## config.mk

```make
export PLATFORM = sky130hd
export DESIGN_NAME = instr_fetch
export DESIGN_NICKNAME = d
export VERILOG_FILES = /design/src/rtl/pipe_pkg.sv /design/src/rtl/fetch_queue.sv /design/src/rtl/instr_fetch.sv
export SDC_FILE = /design/constraint.sdc
export NUM_CORES = 1
export LEC_CHECK = 0
export CAP_MARGIN = 20
export CORE_UTILIZATION = 64
export DETAILED_ROUTE_END_ITERATION = 8
export DONT_BUFFER_PORTS = 1
export HOLD_SLACK_MARGIN = 0.03
export PLACE_DENSITY_LB_ADDON = 0.1
export SLEW_MARGIN = 20
export SYNTH_ARGS = -nofsm -noshare
export SYNTH_HDL_FRONTEND = slang
export SYNTH_HIERARCHICAL = 1
export SYNTH_SLANG_ARGS = --single-unit
export TNS_END_PERCENT = 10
```

## constraint.sdc

```tcl
create_clock -name clk -period 10.3 [get_ports clk]
set_clock_uncertainty 0.05 [all_clocks]
set_input_delay 3.09 -clock clk [delete_from_list [all_inputs] [get_ports clk]]
set_output_delay 3.09 -clock clk [all_outputs]
set_load 0.02 [all_outputs]
```

## src/rtl/pipe_pkg.sv

```systemverilog
// Shared pipeline definitions: datapath width, NOP encoding, PC step
// and the fetch FSM state type.
package pipe_pkg;
  localparam int XLEN = 32;
  localparam logic [XLEN-1:0] NOP_INSTR = 32'h0000_0000;
  localparam logic [XLEN-1:0] PC_STEP   = 32'd4;

  typedef enum logic [1:0] {
    IDLE  = 2'd0,
    BUSY  = 2'd1,
    DRAIN = 2'd2
  } fetch_state_t;

  typedef struct packed {
    logic [XLEN-1:0] instr;
    logic [XLEN-1:0] pc;
  } fetch_entry_t;
endpackage

```

## src/rtl/fetch_queue.sv

```systemverilog
// Small FIFO of fetched {instr, pc} words; head is presented combinationally
// so decode sees a returned word the cycle after it is pushed.
module fetch_queue
  import pipe_pkg::*;
#(
  parameter int QDEPTH = 2
) (
  input  logic                     clk,
  input  logic                     reset,
  input  logic                     push,
  input  logic [2*XLEN-1:0]        push_data,
  input  logic                     pop,
  input  logic                     flush,
  output logic [$clog2(QDEPTH):0]  count,
  output logic                     head_valid,
  output logic [2*XLEN-1:0]        head_data
);
  localparam int AW = $clog2(QDEPTH);
  localparam int CW = AW + 1;

  logic [2*XLEN-1:0] mem [QDEPTH];
  logic [AW-1:0]     rd_ptr_reg;
  logic [AW-1:0]     wr_ptr_reg;
  logic [CW-1:0]     count_reg;

  always_ff @(posedge clk) begin
    if (push && !flush)
      mem[wr_ptr_reg] <= push_data;
  end

  // Depth is a power of two, so the pointers wrap naturally.
  always_ff @(posedge clk or posedge reset) begin
    if (reset) begin
      rd_ptr_reg <= '0;
      wr_ptr_reg <= '0;
      count_reg  <= '0;
    end else if (flush) begin
      rd_ptr_reg <= '0;
      wr_ptr_reg <= '0;
      count_reg  <= '0;
    end else begin
      if (push)
        wr_ptr_reg <= wr_ptr_reg + AW'(1);
      if (pop)
        rd_ptr_reg <= rd_ptr_reg + AW'(1);
      count_reg <= count_reg + CW'(push) - CW'(pop);
    end
  end

  assign count      = count_reg;
  assign head_valid = (count_reg != '0);
  assign head_data  = mem[rd_ptr_reg];
endmodule

```

## src/rtl/instr_fetch.sv

```systemverilog
// Instruction fetch stage: one outstanding imem request, small return queue,
// redirect squash. Define FETCH_PERF_CNT_EN to build the bubble counter.
module instr_fetch
  import pipe_pkg::*;
#(
  parameter logic [31:0] RESET_PC = 32'h0000_0000,
  parameter int          QDEPTH   = 2
) (
  input  logic        clk,
  input  logic        reset,
  input  logic        stall,
  input  logic        redirect_valid,
  input  logic [31:0] redirect_target,
  output logic        imem_req,
  output logic [31:0] imem_addr,
  input  logic [31:0] imem_rdata,
  input  logic        imem_rvalid,
  output logic        fetch_valid,
  output logic [31:0] instructionout,
  output logic [31:0] delayout,
  output logic [31:0] delay2out,
  output logic [31:0] bubble_count
);
  localparam int CW = $clog2(QDEPTH) + 1;

  fetch_state_t  state_reg, state_next;
  logic [31:0]   pc_reg;
  logic [31:0]   req_addr_reg;
  logic [CW-1:0] q_count;
  logic          q_head_valid;
  logic [63:0]   q_head;
  fetch_entry_t  head_entry;
  fetch_entry_t  push_entry;
  logic          pop, in_busy, push, space;
  logic [CW:0]   occ_next;

  assign pop      = fetch_valid & ~stall & ~redirect_valid;
  assign in_busy  = imem_rvalid & (state_reg == BUSY);
  assign push     = in_busy & ~redirect_valid;
  assign occ_next = {1'b0, q_count} + (CW+1)'(in_busy) - (CW+1)'(pop);
  assign space    = occ_next < (CW+1)'(QDEPTH);

  always_ff @(posedge clk or posedge reset) begin
    if (reset)
      state_reg <= IDLE;
    else
      state_reg <= state_next;
  end

  // An unanswered request at redirect time must still be drained.
  always_comb begin
    state_next = state_reg;
    if (redirect_valid) begin
      state_next = ((state_reg != IDLE) && !imem_rvalid) ? DRAIN : IDLE;
    end else begin
      case (state_reg)
        IDLE:    state_next = imem_req ? BUSY : IDLE;
        BUSY:    if (imem_rvalid) state_next = imem_req ? BUSY : IDLE;
        DRAIN:   if (imem_rvalid) state_next = IDLE;
        default: state_next = IDLE;
      endcase
    end
  end

  always_comb begin
    imem_req = 1'b0;
    if (!reset && !redirect_valid && space)
      imem_req = (state_reg == IDLE) || ((state_reg == BUSY) && imem_rvalid);
  end

  assign imem_addr = pc_reg;

  always_ff @(posedge clk or posedge reset) begin
    if (reset) begin
      pc_reg       <= RESET_PC & ~32'h3;
      req_addr_reg <= '0;
    end else if (redirect_valid) begin
      pc_reg <= redirect_target & ~32'h3;
    end else if (imem_req) begin
      pc_reg       <= pc_reg + PC_STEP;
      req_addr_reg <= pc_reg;
    end
  end

  assign push_entry = '{instr: imem_rdata, pc: req_addr_reg};

  fetch_queue #(.QDEPTH(QDEPTH)) u_queue (
    .clk        (clk),
    .reset      (reset),
    .push       (push),
    .push_data  (push_entry),
    .pop        (pop),
    .flush      (redirect_valid),
    .count      (q_count),
    .head_valid (q_head_valid),
    .head_data  (q_head)
  );

  assign head_entry     = fetch_entry_t'(q_head);
  assign fetch_valid    = q_head_valid;
  assign instructionout = q_head_valid ? head_entry.instr : NOP_INSTR;
  assign delayout       = q_head_valid ? head_entry.pc + PC_STEP : '0;
  assign delay2out      = q_head_valid ? head_entry.pc + PC_STEP + PC_STEP : '0;

`ifdef FETCH_PERF_CNT_EN
  logic [31:0] bubble_reg;
  always_ff @(posedge clk or posedge reset) begin
    if (reset)
      bubble_reg <= '0;
    else if (!fetch_valid && !stall && (bubble_reg != 32'hFFFF_FFFF))
      bubble_reg <= bubble_reg + 32'd1;
  end
  assign bubble_count = bubble_reg;
`else
  assign bubble_count = '0;
`endif

  a_no_stray_rvalid: assert property (@(posedge clk) disable iff (reset)
    !(imem_rvalid && (state_reg == IDLE)))
    else $error("imem_rvalid with no request outstanding");
endmodule
```

; ---- After elaboration in Yosys (flattened, before gate mapping)
; Memory sizes are Yosys's and may differ from the RTL's.
; Cells that the tools add are included.
[word_totals]
ram_bits = 128
inputBits = 69
n_memories = 1
regBits = 70
wordCells = 63
romBits = 0
latchBits = 0
out_inout_bits = 162
[op_classes]
muxes = 19
n_shift = 0
bitwise = 6
mul = 0
addsub = 9
n_eq_ne = 4
reduce_logical = 17
magnitude_cmp = 1
div = 0
[memory_table]
columns = name, words, word_bits, rd, rd_clocked_by_memory_dff, write_ports, line_no
row1 = u_queue.mem, 2, 64, 1, 0, 1, fetch_queue.sv:21  ; logic [2*XLEN-1:0] mem [QDEPTH];
[op_table]
columns = operator, count
row1 = $mux 32, 5
row2 = $add 32x3->32 const B, 3
row3 = $mux 2, 5
row4 = $reduce_bool 2->1, 5
row5 = $mux 1, 8
row6 = $ne 3x3->1 const B, 2
row7 = $pmux 2 s3, 1
row8 = $logic_and 1x1->1, 5
row9 = $and 1x1->1, 4
row10 = $reduce_and 2->1, 2
row11 = $add 2x1->3, 1
row12 = $logic_not 1->1, 3
row13 = $lt 3x2->1 const B, 1
row14 = $sub 3x1->3, 1
row15 = $add 1x1->1 const B, 2
row16 = $add 2x1->2, 1
row17 = $eq 2x1->1 const B, 1
row18 = $eq 2x2->1 const B, 1
row19 = $logic_not 2->1, 1
row20 = $not 1->1, 2
row21 = $sub 2x1->2, 1
row22 = $logic_or 1x1->1, 1

; ---- Longest topological paths before layout
[logic_depth]
ltp_word = 11
ltp_mapped = 16
ltp_nobuf = 14

; ---- By module
; The synthesis kept the hierarchy.
[modules_own_cells]
columns = module, area_per_inst_um2, cells_each, seq_area_each_um2, n_inst
row1 = instr_fetch, 5420.2, 738, 1551.5, 1
row2 = fetch_queue, 5041.1, 218, 3943.8, 1

; ---- Worst setup path after synthesis
; OpenSTA, ideal clock, no wires.
[synth_path]
kind = input-to-output
startpoint = input port redirect_valid
endpoint = output port imem_req
path_buffers = 5
required_time_ns = 7.160
path_slack_ns = 0.949
t_arrival_ns = 6.211
stages = 13
cell_sequence = clkbuf_1 -> clkbuf_1 -> nor3_1 -> ha_1 -> nand2b_1 -> fa_1 -> xnor2_1 -> nand3_1 -> or3_1 -> clkbuf_1 -> inv_1 -> clkbuf_1 -> buf_1
[synth_between]
elab_chain_len = 6
elab_cells_between_ends = 8
cone_classes = 1 x add/sub / 1 x order compare / 1 x mux / 2 x bitwise / 3 x reduce/logical
[synth_rtl]
columns = element, line_no
row1 = start: declaration, instr_fetch.sv:12  ; input logic redirect_valid,
row2 = $not 1->1 (no source line), -
row3 = $and 1x1->1, instr_fetch.sv:37  ; assign pop = fetch_valid & ~stall & ~redirect_valid;
row4 = via pop, instr_fetch.sv:34  ; logic pop, in_busy, push, space;
row5 = $sub 3x1->3, instr_fetch.sv:40  ; assign occ_next = {1'b0, q_count} + (CW+1)'(in_busy) - (CW+1)'(pop);
row6 = $lt 3x2->1, instr_fetch.sv:41  ; assign space = occ_next < (CW+1)'(QDEPTH);
row7 = $logic_and 1x1->1, instr_fetch.sv:67  ; if (!reset && !redirect_valid && space)
row8 = $mux 1, instr_fetch.sv:67
row9 = end: declaration, instr_fetch.sv:14  ; output logic imem_req,
; The timed path passes the listed nets, and every way through them passes these cells.

; ---- Final worst setup path
[layout_path]
startpoint = input port redirect_valid
endpoint = output port imem_req
[layout_between]
elab_chain_len = 6
elab_cells_between_ends = 8
cone_classes = 1 x add/sub / 1 x order compare / 1 x mux / 2 x bitwise / 3 x reduce/logical
[layout_rtl]
columns = element, line_no
row1 = $not 1->1 (no source line), -
row2 = $and 1x1->1, instr_fetch.sv:37
row3 = $sub 3x1->3, instr_fetch.sv:40
row4 = $lt 3x2->1, instr_fetch.sv:41
row5 = $logic_and 1x1->1 (*), instr_fetch.sv:67
row6 = $mux 1 (*), instr_fetch.sv:67
; Mark *: on every way between the ends. The rest lies on a longest branch, timed or not.

==> impl_results.md <==
* Status: finished, final reports clean
* Number of global-route vias before repair at 6,389
* Number of flip-flops in the largest register at 128
* Die area at 16,900 µm²
* Most common cell in the netlist: nand2_1
* Hold Path Class: reg2reg
* Peak supply drop at 112 µV
* Tot GR Track Use at 26.1%
* Cts repair resizes at 0
* Clk_lat worst skew at 0.43 ns
* Clock transition at the registers of the reported paths at 0.07 ns
* Power density of the placed cells at 164 nW/µm²
* Worst Path Arrival at 5.30 ns
* Hold Violations, Final at 0
* Final min period at 8.44 ns
* Synth area leaders: edfxtp_1 (37%), dfrtp_1 (16%), mux2_4 (7.2%), nand2_1 (5.5%), nor2_1 (3.0%)
* Register area at 5500 µm²
* Setup-failing EPs final at 0
* Max_cap viols at 0
* Number of DRC markers in iteration 0 at 521
* Input/output buffers at 0
* TNS Setup at 0 ns
* Max Fclk at 118 MHz
* Chip height at 130 µm
* Layout cells sized above 1 at 13.1%
* Static leakage at 4.22 nW
* Drt wl/cell at 18.9 µm
* Ys Warns at 6
* Final nets at 1,009
* Syn Area/Cell at 10.9 µm²
* Multi-input combinational cell area at 4510 µm²
* Async set or reset register ratio after synthesis at 34.0%
* Startpoint types: input pin
* Clk root buf: clkbuf_16
* Worst slew margin at 31.5%
* First-pass GRT wire length at 33.3 mm
* CP max FO at 45
* Rows at 46
* Synthesized cell area at 10,500 µm²
* Total CTS buffers at 17
* CTS Hold Bufs at 0
* Yosys top cell area share at 36.7%
* Cell variety after synth at 74
* Final ANT Viol Nets at 0
* Yosys reg bits at 194
* Top FF cell, synth: edfxtp_1
* Clock Path Buffers at 2
* Placed wire-length estimate at 15.4 mm
* Crit share post-route at 82.0%
* CTS tree: done
* Chip width at 130 µm
* CTS sink cnt at 194
* Slew @ Worst Pin at 1.01 ns
* Post-synth EDFFs at 128
* Final slew viol count at 0
* Final instance area at 11,000 µm²
* DP Area at 10,400 µm²
* Area leader, netlist: edfxtp_1
* Largest net degree at the start of global routing at 65
* Vias at 7,058
* Via-to-Cell Ratio at 6.07
* Final wirelength at 22.0 mm
* Post-CTS setup buffers at 0
* Placeable Area at 15,900 µm²
* Seq/Total Area, Yosys at 52.5%
* Worst setup path class: in2out
* Setup crit end kind: output port
* Residual DRC count at 0
* Gate Count Post-Synth at 956
* Diodes inserted at 0
* Grt ovf at 0
* Commonest cells in the synthesized netlist: nand2_1 (154), edfxtp_1 (128), nor2_1 (84), dfrtp_1 (66), mux2_4 (50)
* DR pass1 iterations at 5
* H-tree levels at 4
* Initial antenna violation count at 0
* Fill cell count at 1,216
* RSZ-0062 raised after global routing: false
* Required @ worst endpoint at 7.16 ns
* Starting Density at 65.6%
* GP Congestion at 0.884
* Num ports at 231
* Area grow syn2layout at 4.87%
[cell type report]
type	count	area share (%)
Clock inverter	13	1.13
Timing Repair Buffer	7	0.479
Inverter	21	0.719
Tap cell	216	2.46
Sequential cell	194	50.1
Multi-Input combinational cell	692	41.1
Clock buffer	19	3.95
[logic make-up (layout without fill, tap and decap cells)]
logic type      Yosys count  in the layout  synth area share, %
simple gates            422            422                 20.2
compound gates          110            110                 7.36
other cells               1             38               0.0358
flops                   194            194                 52.5
fa+ha+maj                 7              7                0.909
mux                      67             67                 8.98
buf+inv                 107             60                 5.79
xor+xnor                 48             48                 4.15
[layout by cell type, fill, tap and decap left out, types with 19 or more instances in the layout]
cell type,synthesis,routed
nand2_1,154,154
and2_1,42,42
mux2_4,50,50
conb_1,1,38
inv_1,20,19
nor2_1,84,84
edfxtp_1,128,128
nor3_1,26,26
nand3_1,25,25
dfrtp_1,66,65
xnor2_1,29,29
o21ai_0,31,31
[per-layer routing]
metal,vias up,wire (µm),GRT usage [%]
met5,-,0,0
met1,3414,9570,35.3
li1,3307,-,-
met2,305,10300,41.0
met3,32,1720,7.18
met4,0,388,8.89
[worst paths after layout]
| path | slack [ns] | startpoint | to | cells after the start |
|---|---|---|---|---|
| setup / recovery | 1.86 | redirect_valid | imem_req | 8 |
| hold / removal | 0.42 | req_addr_reg[16] | u_queue/mem[1][16] | 0 |
| min in group asynchronous | 2.39 | reset | u_queue/count[0] | 1 |
| setup reg to reg | 5.35 | u_queue/count[1] | imem_addr[22] | 13 |
| hold reg to reg | 0.42 | req_addr_reg[16] | u_queue/mem[1][16] | 0 |
| max in group asynchronous | 6.97 | reset | req_addr_reg[24] | 2 |
[report_power, final]
| group | switching, W | internal (W) | leakage [nW] |
|---|---|---|---|
| Combinational | 0.000132 | 0.0000620 | 1.97 |
| Sequential | 0.0000889 | 0.000904 | 1.98 |
| Clock | 0.000294 | 0.000319 | 0.271 |
| Total | 0.000515 | 0.00129 | 4.22 |
[critical path: stages]
cell and delay [ns]:
nor3_1 0.40, ha_1 0.31, nand2b_1 0.16, fa_1 0.39, xnor2_1 0.16, nand3_1 0.13
or3_2 0.47, inv_1 0.19
[per-stage QoR]
step | util [%] | std cells | worst slack (ns) | hold slack, ns | power, W
6_report | 68.8 | 1162 | 1.86 | 0.421 | 0.00180
5_1_grt | 68.8 | 1162 | 1.79 | 0.438 | 0.00187
4_1_cts | 68.8 | 1162 | 1.86 | 0.425 | 0.00181
3_5_place_dp | 65.3 | 1130 | 1.86 | 0.415 | 0.00120
3_3_place_gp | 65.3 | 1130 | 1.95 | 0.393 | 0.00119
2_1_floorplan | - | 993 | 0.949 | 0.382 | 0.00116
(Power assumes the default switching activity.)
